==> config.mk <==
export PLATFORM = sky130hd
export DESIGN_NAME = pipe4_wb
export DESIGN_NICKNAME = d
export VERILOG_FILES = /design/src/rtl/pipe4_wb.sv
export SDC_FILE = /design/constraint.sdc
export NUM_CORES = 1
export LEC_CHECK = 0
export ABC_AREA = 1
export CAP_MARGIN = 20
export CORE_AREA = 2 2 154 156
export CTS_CLUSTER_SIZE = 40
export DETAILED_ROUTE_END_ITERATION = 8
export DIE_AREA = 0 0 156 158
export PLACE_DENSITY = 0.72
export SKIP_LAST_GASP = 1
export SYNTH_ARGS = -nofsm -noshare
export SYNTH_HDL_FRONTEND = slang
export SYNTH_SLANG_ARGS = --single-unit
==> constraint.sdc <==
create_clock -name clk -period 1.7 [get_ports clk]
set_clock_uncertainty 0.05 [all_clocks]
set_input_delay 0.34 -clock clk [delete_from_list [all_inputs] [get_ports clk]]
set_output_delay 0.34 -clock clk [all_outputs]
set_load 0.05 [all_outputs]
==> src/rtl/pipe4_wb.sv <==
// Write-back stage (PIPE4): registers the PIPE3 bundle, owns HI/LO, drives RF/CP0 write and commit.
// Optional trace ports are enabled with the PIPE4_DEBUG_TRACE_EN macro.
module pipe4_wb #(
    parameter int CTRL_W = 61,
    parameter int DATA_W = 32
) (
    input  logic              clk,
    input  logic              rst,
    input  logic              pipe4_valid_in,
    input  logic [CTRL_W-1:0] pipe4_ctrl_info_in,
    input  logic [DATA_W-1:0] pipe4_data_info_in,
    output logic              pipe4_allow_in,
    input  logic [DATA_W-1:0] cp0_rdata,
    output logic              rf_we,
    output logic [4:0]        rf_waddr,
    output logic [DATA_W-1:0] rf_wdata,
    output logic              cp0_we,
    output logic [7:0]        cp0_addr,
    output logic [DATA_W-1:0] cp0_wdata,
    output logic              exc_commit,
    output logic              eret_commit,
    output logic [7:0]        exc_vec,
    output logic [DATA_W-1:0] exc_pc,
    output logic              exc_bd,
    output logic [DATA_W-1:0] hi_out,
    output logic [DATA_W-1:0] lo_out,
    output logic [4:0]        wb_dest,
    output logic [DATA_W-1:0] debug_wb_pc,
    output logic [3:0]        debug_wb_rf_wen,
    output logic [4:0]        debug_wb_rf_wnum,
    output logic [DATA_W-1:0] debug_wb_rf_wdata
);

    logic              r_valid;
    logic [CTRL_W-1:0] r_ctrl;
    logic [DATA_W-1:0] r_data;
    logic [DATA_W-1:0] r_hi;
    logic [DATA_W-1:0] r_lo;

    logic              w_eret;
    logic [7:0]        w_exc_vec;
    logic [DATA_W-1:0] w_pc;
    logic [4:0]        w_dest;
    logic              w_btype;
    logic              w_hiwe;
    logic              w_lowe;
    logic              w_cp0we;
    logic [4:0]        w_cp0cs;
    logic [2:0]        w_cp0sel;
    logic [1:0]        w_wbmux;
    logic              w_regwe;
    logic              w_ok;
    logic              w_exc;
    logic              w_rf_we;
    logic [DATA_W-1:0] w_rf_wdata;

    assign w_eret    = r_ctrl[60];
    assign w_exc_vec = r_ctrl[59:52];
    assign w_pc      = r_ctrl[51:20];
    assign w_dest    = r_ctrl[19:15];
    assign w_btype   = r_ctrl[14];
    assign w_hiwe    = r_ctrl[13];
    assign w_lowe    = r_ctrl[12];
    assign w_cp0we   = r_ctrl[11];
    assign w_cp0cs   = r_ctrl[10:6];
    assign w_cp0sel  = r_ctrl[5:3];
    assign w_wbmux   = r_ctrl[2:1];
    assign w_regwe   = r_ctrl[0];

    // Excepting and ERET instructions are stripped of every architectural write.
    assign w_exc   = r_valid & (|w_exc_vec);
    assign w_ok    = r_valid & ~(|w_exc_vec) & ~w_eret;
    assign w_rf_we = w_ok & w_regwe & (w_dest != 5'd0);

    // Pipeline register: valid is re-sampled every cycle, payload only loads on a new offer.
    always_ff @(posedge clk) begin
        if (rst) begin
            r_valid <= 1'b0;
            r_ctrl  <= {CTRL_W{1'b0}};
            r_data  <= {DATA_W{1'b0}};
        end else begin
            r_valid <= pipe4_valid_in;
            if (pipe4_valid_in) begin
                r_ctrl <= pipe4_ctrl_info_in;
                r_data <= pipe4_data_info_in;
            end
        end
    end

    // HI/LO land at the end of the writing instruction's WB cycle, so its own read sees the old value.
    always_ff @(posedge clk) begin
        if (rst) begin
            r_hi <= {DATA_W{1'b0}};
            r_lo <= {DATA_W{1'b0}};
        end else begin
            if (w_ok & w_hiwe) begin
                r_hi <= r_data;
            end
            if (w_ok & w_lowe) begin
                r_lo <= r_data;
            end
        end
    end

    // Register-file write data source select.
    always_comb begin
        w_rf_wdata = r_data;
        case (w_wbmux)
            2'b00:   w_rf_wdata = r_data;
            2'b01:   w_rf_wdata = r_hi;
            2'b10:   w_rf_wdata = r_lo;
            2'b11:   w_rf_wdata = cp0_rdata;
            default: w_rf_wdata = r_data;
        endcase
    end

    assign pipe4_allow_in = 1'b1;

    assign rf_we       = w_rf_we;
    assign rf_waddr    = w_dest;
    assign rf_wdata    = w_rf_wdata;
    assign cp0_we      = w_ok & w_cp0we;
    assign cp0_addr    = {w_cp0cs, w_cp0sel};
    assign cp0_wdata   = r_data;
    assign exc_commit  = w_exc;
    assign eret_commit = r_valid & w_eret & ~w_exc;
    assign exc_vec     = w_exc_vec;
    assign exc_pc      = w_pc;
    assign exc_bd      = w_btype;
    assign hi_out      = r_hi;
    assign lo_out      = r_lo;
    assign wb_dest     = w_rf_we ? w_dest : 5'd0;

`ifdef PIPE4_DEBUG_TRACE_EN
    assign debug_wb_pc       = r_valid ? w_pc : {DATA_W{1'b0}};
    assign debug_wb_rf_wen   = {4{w_rf_we}};
    assign debug_wb_rf_wnum  = w_dest;
    assign debug_wb_rf_wdata = w_rf_wdata;
`else
    assign debug_wb_pc       = {DATA_W{1'b0}};
    assign debug_wb_rf_wen   = 4'b0000;
    assign debug_wb_rf_wnum  = 5'd0;
    assign debug_wb_rf_wdata = {DATA_W{1'b0}};
`endif

endmodule

==> impl_metrics.csv <==
group,metric,value,unit
critical_path,reg2reg_depth,12,
die,die_y,158,microns
logic_synthesis,synth-warning-count,0,
final_layout,diodes,0,
sta,setup_violations,102,
critical_path,arrival,1.76,ns
global_routing,grt_max_degree,88,
critical_path,cp-start-kind,"flop",
critical_path,cp_top_family,"simple AND/OR/NAND/NOR gates",
logic_synthesis,synth.most_common_cell,"nor2_1",
critical_path,crit_cells,7,
global_routing,antenna_found_initial,0,
logic_synthesis,synth_ff_type,"dfxtp_1",
critical_path,path_class,"reg2out",
logic_synthesis,async_reset_ff_frac,0,
clocking,cts_hold_buffers,0,
critical_path,critPathMaxStageDelay,0.32,ns
final_layout,layout-drive-gt1-share,0.264,
global_routing,grt_pass1_wl,39.8,mm
clocking,cts_tree,"yes",
clocking,clk_path_buf_depth,2,
logic_synthesis,syn-cell-area,7630,sq um
final_layout,final_cells,1735,
critical_path,crit_buf_inv,2,
critical_path,end_kind,"output pin",
clocking,numCtsBuffers,17,
critical_path,required,1.31,ns
logic_synthesis,synth.area.top_cells,"dfxtp_1, nor2_1, nand2_1",
placement,place_inst,1674,
die,fp.coreArea,23100,sq um
logic_synthesis,synth_top_area_frac,0.414,
detailed_routing,drtIter0Drc,356,
logic_synthesis,yosys.area.top_type,"dfxtp_1",
placement,portBuffers,318,
sta,hold_viol_final,0,
critical_path,cp_slowest_cell,"dfxtp_2",
final_layout,finalNetCount,1560,
detailed_routing,ant_nets,0,
clocking,htreeDepth,4,
power,ir_drop,614,uV
detailed_routing,wl_per_cell,15.2,microns
power,p_per_area,878,nW/um^2
detailed_routing,vias,7790,
hold_path,hold_path_class,"in2reg",
final_layout,final_cell_area,12400,sq um
logic_synthesis,ys_seq_elements,158,
power,power_leakage,6.14,nW
sta,grt_setup_unrepaired,"true",
detailed_routing,drc,0,
hold_path,whs_path_depth,3,
detailed_routing,vias_per_cell,4.49,
logic_synthesis,netlist_top_cells_count,"nor2_1, nand2_1, dfxtp_1",
detailed_routing,drt-total-wl,26.3,mm
global_routing,gr-usage-all-layers,0.209,
sta,fmax,0.465,GHz
logic_synthesis,yosysSeqAreaShare,0.414,
sta,period_needed,2.15,ns
detailed_routing,first_pass_iters,4,
clocking,clock_latency,0.41,ns
global_routing,grt_pass1_vias,7336,
clocking,cts-root-buf,"clkbuf_16",
global_routing,grt-ovfl-total,0,
sta,finalCritPeriodShare,1.27,
clocking,cts.clk_slew.worst_paths,0.07,ns
die,die_w,156,microns
logic_synthesis,synth_edf_count,0,
placement,gp_congestion,0.816,
sta,maxSlewViolCount,0,
logic_synthesis,synth_cell_types,18,
critical_path,path_cells,"nor2_1, nand2_1, nor2_4, nand4_1, buf_6, nor3b_4, buf_12",
final_layout,area_delta_synth_final,62.9,%
logic_synthesis,postSynthAreaPerCell,6.71,sq um
sta,setup_ws,-0.451,ns
die,rows,56,
die,ios,393,
status,violations,"negative setup slack",
die,start_util,0.331,
critical_path,path_max_fanout,6,
placement,post_dp_cell_area,11100,sq um
logic_synthesis,syn_inst,1137,
die,die_area,24600,sq um
run,max-cap-violations,0,
placement,place_hpwl,17.4,mm
status,status,"complete, but fails checks",
clocking,cts.sinks,158,
placed cells by master, fill, tap and decap left out, types with 6 or more instances in the layout:
cell type          n
o21ai_0           93
nand2_1          209
nand2_4           15
clkbuf_16         18
conb_1            74
nor2_4             8
nand4_1           33
dfxtp_1          148
nand2_2           36
buf_4            162
nor2_1           305
clkdlybuf4s50_1  126
buf_16             7
buf_6             12
inv_1             67
buf_12            82
dfxtp_2           10
a21oi_1            6
layer usage:
layer / vias to the layer above / routed length, microns / GRT usage
met3: 22 / 2260 / 0.0671
met5: - / 0 / 0
li1: 3884 / - / -
met2: 334 / 13300 / 0.369
met1: 3550 / 10400 / 0.244
met4: 0 / 318 / 0.0533
stage by stage:
| stage | hold WS, ns | setup WS (ns) | total power [mW] | setup TNS [ns] | utilization |
|---|---|---|---|---|---|
| floorplan | 0.362 | -0.329 | 5.86 | -2.15 | - |
| global placement | 0.416 | -0.0563 | 6.81 | -0.116 | 0.480 |
| detailed placement | 0.432 | -0.0676 | 6.83 | -0.169 | 0.480 |
| CTS | 0.294 | -0.489 | 11.0 | -16.45 | 0.533 |
| global route | 0.332 | -0.550 | 11.3 | -27.27 | 0.539 |
| finish | 0.312 | -0.451 | 10.9 | -16.38 | 0.539 |
report_power, final:
group / internal (mW) / switching (mW) / leakage, nW
Sequential: 3.87 / 0.142 / 1.30
Clock: 2.24 / 1.65 / 0.288
Combinational: 1.17 / 1.84 / 4.55
cell families after synthesis:
kind of cell | share of synthesized area
compound gates | 0.0649
buf+inv | 0.198
flops | 0.414
other cells | 0.000984
simple gates | 0.322
tightest hold or removal path, delay by kind of cell:
family                 cells  cell delay, ns
buffers and inverters      2            0.29
AO/OA/AOI/OAI              1            0.09
worst paths after layout:
kind,startpoint,end,slack (ns)
setup / recovery,r_ctrl[54]$_SDFFE_PP0P_,wb_dest[1],-0.45
hold / removal,pipe4_valid_in,r_ctrl[60]$_SDFFE_PP0P_,0.31
setup reg to reg,r_ctrl[54]$_SDFFE_PP0P_,hi_out[22]$_SDFFE_PP0P_,-0.11
hold reg to reg,r_ctrl[48]$_SDFFE_PP0P_,r_ctrl[48]$_SDFFE_PP0P_,0.45
layout make-up:
type                            count  area (sq um)
Timing Repair Buffer              391          4480
Fill cell                        2101         10600
Clock inverter                     13           155
Clock buffer                       19           443
Multi-Input combinational cell    790          3530
Inverter                           74           287
Sequential cell                   158          3180
Tap cell                          290           363
timing repair:
| item | 4_1_cts | 5_1_grt |
|---|---|---|
| pin swaps | 24 | 21 |
| cloned | 10 | 0 |
| resized for setup | 62 | 61 |
| buffers inserted | 18 | 6 |
| setup endpoints to repair | 41 | 41 |
registers in the layout, summed over array words and instances, names as in the netlist:
signal / cells
hi_out: 32
r_ctrl: 61
r_valid: 1
lo_out: 32
cp0_wdata: 32
No activity file was read; power rests on OpenSTA's default activity.
==> patch 1, RTL diff (config.mk and constraints unchanged) <==
Register the inputs `pipe4_valid_in`, `pipe4_ctrl_info_in`, `pipe4_data_info_in` and `cp0_rdata` before use, without a reset. The logic sees them one clock later.
--- a/src/rtl/pipe4_wb.sv
+++ b/src/rtl/pipe4_wb.sv
@@ -31,4 +31,16 @@
     output logic [DATA_W-1:0] debug_wb_rf_wdata
 );
+
+    logic pipe4_valid_q;
+    logic [CTRL_W-1:0] pipe4_ctrl_info_q;
+    logic [DATA_W-1:0] pipe4_data_info_q;
+    logic [DATA_W-1:0] cp0_rdata_q;
+
+    always_ff @(posedge clk) begin
+        pipe4_valid_q     <= pipe4_valid_in;
+        pipe4_ctrl_info_q <= pipe4_ctrl_info_in;
+        pipe4_data_info_q <= pipe4_data_info_in;
+        cp0_rdata_q       <= cp0_rdata;
+    end
 
     logic              r_valid;
@@ -80,8 +92,8 @@
             r_data  <= {DATA_W{1'b0}};
         end else begin
-            r_valid <= pipe4_valid_in;
-            if (pipe4_valid_in) begin
-                r_ctrl <= pipe4_ctrl_info_in;
-                r_data <= pipe4_data_info_in;
+            r_valid <= pipe4_valid_q;
+            if (pipe4_valid_q) begin
+                r_ctrl <= pipe4_ctrl_info_q;
+                r_data <= pipe4_data_info_q;
             end
         end
@@ -110,5 +122,5 @@
             2'b01:   w_rf_wdata = r_hi;
             2'b10:   w_rf_wdata = r_lo;
-            2'b11:   w_rf_wdata = cp0_rdata;
+            2'b11:   w_rf_wdata = cp0_rdata_q;
             default: w_rf_wdata = r_data;
         endcase
Formal check against the unedited RTL: not equivalent (a bounded check fails within 4 cycles, from zero or initial values and one cycle with rst high).
==> patch 1 against the unedited design <==
  * The run still ends with setup timing left
  * Non-clock buffer count down 7
  * Die area is the same
  * Power grew 54%
  * Routed wire length grew 17%
  * Area after synthesis is 33% higher
  * Sequential power up 79%
  * Worst setup slack got worse by 0.079 ns
  * Sequential cell count grew 126
  * Design area increased by 23%
  * Largest power group unchanged
==> patch 1: results (changes against the unedited design) <==
first-pass GRT wire length 45910 um (was 39840 um); biggest regs pipe4_ctrl_info_q: 61 flops, r_ctrl: 61 flops; Final WS setup -0.5298 ns (was -0.4507 ns); DRT iter0 DRCs 464 (was 356); WL/cell 16.40 um (was 15.18 um); worst skew pair latency 0.56 ns (was 0.41 ns); vias in the first global route 8364 (was 7336); htree depth 1 (was 4); GPL Wtd Cong 0.7919 (was 0.8162); P_leak 0.007242 uW (was 0.006139 uW); TNS Setup -19.59 ns (was -16.38 ns); gr usage total 23.85% (was 20.86%); sequential-to-total area share from yosys stat 55.99% (was 41.44%); synth top area cells dfxtp_1 (56%), nor2_1 (12%), nand2_1 (9.6%) (was dfxtp_1 (41%), nor2_1 (15%), nand2_1 (13%)); Reg clk slew, reported paths 0.06 ns; most used flip-flop cell after synthesis dfxtp_1 (unchanged); clk root buf clkbuf_16 (unchanged); share of cells above drive strength 1 23.50% (was 26.37%); failing checks setup timing (unchanged); Slowest-stage cell, CP dfxtp_2 (unchanged); Max rail drop VDD 0.0009561 V (was 0.0006139 V); status finished with violations (unchanged); largest net degree at the start of global routing 88 (unchanged); setup violators final 41 (was 102); port bufs 318 (unchanged); Synth Warn # 0 (unchanged); FFs w/ async S/R, synth 0% (unchanged); Ant. Diodes 0 (unchanged); Worst Hold Class primary input to flip-flop (unchanged); DR vias/cell 4.673 (was 4.490); crit-path max FO 6 (unchanged); fill count 1845 (was 2101); total CTS buffers 30 (was 17); Synth cell types 18 (unchanged); DP HPWL 19820 um (was 17400 um); Max clock buf depth 3 (was 2); synth cell count leaders nor2_1 (315), dfxtp_1 (284), nand2_1 (260), buf_4 (127), o21ai_0 (93) (was nor2_1 (315), nand2_1 (260), dfxtp_1 (158), buf_4 (127), o21ai_0 (93)); first-pass iteration count of the detailed router 7 (was 4); CP peak stage delay 0.32 ns (about the same); Nets 1692 (was 1560); most common cell in the netlist nor2_1 (unchanged); initial antenna violation count 1 (was 0)
[patch 1: cell types whose count changed after synthesis]
cell,before,now
dfxtp_1,158,284
[patch 1: what timing repair did]
item,CTS,global route
resized for setup,50,47
hold endpoints to repair,0,0
endpoints found under the setup margin,41,106
buffers inserted,11,4
hold buffers,0,0
gates cloned,8,4
pin swaps,22,25
[patch 1: worst paths after layout]
| kind | from | to | cells past startpoint | slack (ns) |
|---|---|---|---|---|
| worst max register to register | r_ctrl[57] | lo_out[11] | 11 | 0.01 |
| worst min-delay path | pipe4_ctrl_info_in[40] | pipe4_ctrl_info_q[40] | 1 | 0.17 |
| worst min register to register | pipe4_data_info_q[12] | cp0_wdata[12] | 2 | 0.40 |
| worst max-delay path | r_ctrl[59] | wb_dest[1] | 7 | -0.53 |
[patch 1: cell type report]
cell class              count  area share, %
flip-flops and latches    284          37.33
repair buffers            384          29.03
multi-input cells         790          22.74
clock buffers              38          5.442
well taps                 290          2.377
inverters                  74          1.877
clock inverters            17          1.205
[patch 1: kinds of logic after synthesis]
family                 Yosys count  share of synthesized area [%]
AO/OA/AOI/OAI                   99                          4.879
buffers and inverters          261                          14.87
flip-flops                     284                          55.99
other                            2                        0.07396
AND/OR/NAND/NOR                617                          24.19
[patch 1: critical path, delay by kind of cell (launching register included)]
kind                   cells  cell delay, ns
AND/OR/NAND/NOR            5            0.61
flip-flops                 1            0.32
buffers and inverters      2            0.33
[patch 1: layer usage]
metal,routed length [um],global-route usage [%]
met4,1198,10.31
met2,15460,42.65
met1,11620,26.49
met5,16,0
met3,2493,6.844
[patch 1: metrics by stage]
step                total power (uW)  instances  worst slack [ns]  hold slack [ns]  area [um2]
global route                   17350       1877           -0.6573           0.1388       15270
detailed placement             10060       1799          -0.05005           0.3901       13580
global placement               10030       1799          -0.05835           0.3833       13580
floorplan                       9065       1335           -0.3287           0.3177       10450
finish                         16750       1877           -0.5298           0.1662       15270
CTS                            16810       1873           -0.5929           0.1375       15070
[patch 1: power breakdown]
| group | switching (uW) | internal (uW) | leakage [uW] | total (uW) |
|---|---|---|---|---|
| registers | 203 | 6980 | 0.00236 | 7190 |
| clock network | 2780 | 3790 | 0.000486 | 6570 |
| logic | 1840 | 1150 | 0.00439 | 2990 |
| total | 4820 | 11900 | 0.00724 | 16800 |
==> patch 2, RTL diff (config.mk and constraints unchanged) <==
Without the edit above. Make the reset (`rst`) asynchronous in 2 clocked blocks.
--- a/src/rtl/pipe4_wb.sv
+++ b/src/rtl/pipe4_wb.sv
@@ -74,5 +74,5 @@
 
     // Pipeline register: valid is re-sampled every cycle, payload only loads on a new offer.
-    always_ff @(posedge clk) begin
+    always_ff @(posedge clk or posedge rst) begin
         if (rst) begin
             r_valid <= 1'b0;
@@ -89,5 +89,5 @@
 
     // HI/LO land at the end of the writing instruction's WB cycle, so its own read sees the old value.
-    always_ff @(posedge clk) begin
+    always_ff @(posedge clk or posedge rst) begin
         if (rst) begin
             r_hi <= {DATA_W{1'b0}};
Behaviour: differs if rst is asserted again (counterexample within 4 cycles, from zero or initial values and one cycle with rst high); with rst held inactive, the same outputs for 10 cycles.
==> patch 2 against the unedited design <==
  * The run still ends with setup timing left
  * Routed wire length increased by 4.2%
  * Sequential power increased by 8.2%
  * Power increased by 14%
  * Design area increased by 2.4%
  * Sequential cell count unchanged
  * Area after synthesis increased by 4.1%
  * Worst setup slack improved by 0.0083 ns
  * Critical path type unchanged
  * Largest power group unchanged
==> patch 2: results (changes against the unedited design) <==
critical path arrival 1.75 ns; first-pass iteration count of the detailed router 5 (was 4); port bufs 318 (unchanged); DP HPWL 18920 um (was 17400 um); Post-synth EDFFs 0 (unchanged); Max clock buf depth 2 (unchanged); Post-Synth XOR/XNOR Area 0% (unchanged); fill count 1991 (was 2101); Setup crit start r_ctrl[1] (was r_ctrl[54]); Synth Warn # 0 (unchanged); setup violators final 88 (was 102); most used flip-flop cell after synthesis dfrtp_1 (was dfxtp_1); GPL Wtd Cong 0.7906 (was 0.8162); synth top area cells dfrtp_1 (50%), nand2_1 (13%), buf_4 (12%) (was dfxtp_1 (41%), nor2_1 (15%), nand2_1 (13%)); sequential-to-total area share from yosys stat 49.78% (was 41.44%); Reg clk slew, reported paths 0.07 ns (about the same); failing checks setup timing (unchanged); WL/cell 19.21 um (was 15.18 um); initial antenna violation count 2 (was 0); synth cell count leaders nand2_1 (269), dfrtp_1 (158), buf_4 (128), nand4_1 (97), mux2_2 (84) (was nor2_1 (315), nand2_1 (260), dfxtp_1 (158), buf_4 (127), o21ai_0 (93)); reg2reg start r_ctrl[56] (was r_ctrl[54]); status finished with violations (unchanged); Max rail drop VDD 0.0006065 V (was 0.0006139 V); total CTS buffers 17 (unchanged); Via Count 6982 (was 7790); clk root buf clkbuf_16 (unchanged); first-pass GRT wire length 39050 um (was 39840 um); CP peak stage delay 0.46 ns (was 0.32 ns); share of cells above drive strength 1 37.91% (was 26.37%); FFs w/ async S/R, synth 100.0% (was 0%); Final WS setup -0.4423 ns (was -0.4507 ns); Synth Area in Compound Gates 0.5671% (was 6.492%); DRT iter0 DRCs 316 (was 356); crit-path max FO 5 (was 6); vias in the first global route 6874 (was 7336); adder-cell share of the synthesized area 0% (unchanged); delay-heaviest family, CP buffers and inverters (was simple AND/OR/NAND/NOR gates); Nets 1252 (was 1560); worst skew pair latency 0.42 ns; post-synthesis mux area share 11.91% (was 0%); dpl cell area 11630 um2 (was 11060 um2); dpl ws -0.1122 ns (was -0.06758 ns); largest net degree at the start of global routing 72 (was 88); hold_buf cts 0 (unchanged); Reg2Reg Depth 9 (was 12); Worst Hold Class primary input to async pin (was primary input to flip-flop); Synth cell types 21 (was 18); Slowest-stage cell, CP dfrtp_2 (was dfxtp_2); htree depth 4 (unchanged); P_leak 0.006081 uW (was 0.006139 uW); Largest register FFs 61 (unchanged); Largest Register r_ctrl (unchanged); gr usage total 20.85% (was 20.86%)
==> patch 2: area by class of cell <==
class / instances / area, um2 / area share, %
inverters: 12 / 50.05 / 0.3934
well taps: 290 / 362.8 / 2.852
clock inverters: 14 / 158.9 / 1.249
clock buffers: 18 / 429.2 / 3.373
repair buffers: 380 / 4498 / 35.35
diodes: 1 / 2.502 / 0.01967
flip-flops and latches: 158 / 3956 / 31.09
multi-input cells: 555 / 3266 / 25.67
==> patch 2: kinds of logic (layout without fill, tap and decap cells) <==
kind of cell	count (synthesis)	after routing
compound gates	9	9
buf+inv	190	424
flops	158	158
mux	84	84
other cells	2	75
simple gates	388	388
==> patch 2: repair_timing <==
action                                  in CTS  in global routing
pin swaps                                   11                 20
cloned                                       0                  9
buffers inserted                             3                  8
gates resized for setup                     16                 55
endpoints found under the setup margin     105                105
==> patch 2: report_power, final <==
part | internal, uW | total, uW | switching (uW)
clock | 2200 | 3910 | 1710
combinational | 1610 | 4170 | 2560
sequential | 4040 | 4340 | 300
total | 7850 | 12400 | 4570
==> patch 2: layer usage <==
layer  global-route usage [%]  routed length (um)  vias to the layer above
met5                        0                  16                        -
met4                    7.252                 698                        2
met3                    7.665                2570                       43
met2                    35.71               13930                      374
met1                    24.13               10220                     3399
li1                         -                   -                     3164
==> patch 2: worst register-to-register path: cells and delay by family (launching register included) <==
kind                   cells  cell delay, ns
and+or+nand+nor            5            0.67
buffers and inverters      4            0.59
DFF                        1            0.39
==> patch 2: worst paths after layout <==
kind / to / slack, ns
max in group asynchronous: lo_out[14] / 0.86
min reg2reg: r_ctrl[48] / 0.46
max reg2reg: lo_out[6] / -0.06
min in group clk: r_valid / 0.35
min: r_ctrl[9] / 0.34
max: rf_wdata[22] / -0.44
==> patch 2: per-stage QoR <==
step | power (uW) | hold WS (ns) | setup TNS [ns] | cells
4_1_cts | 12380 | 0.3138 | -14.99 | 1410
6_report | 12410 | 0.3383 | -16.83 | 1428
3_5_place_dp | 8420 | 0.4449 | -3.107 | 1375
3_3_place_gp | 8391 | 0.4415 | -0.7195 | 1375
5_1_grt | 12870 | 0.3304 | -26.21 | 1427
2_1_floorplan | 6943 | 0.3214 | -111.79 | 903
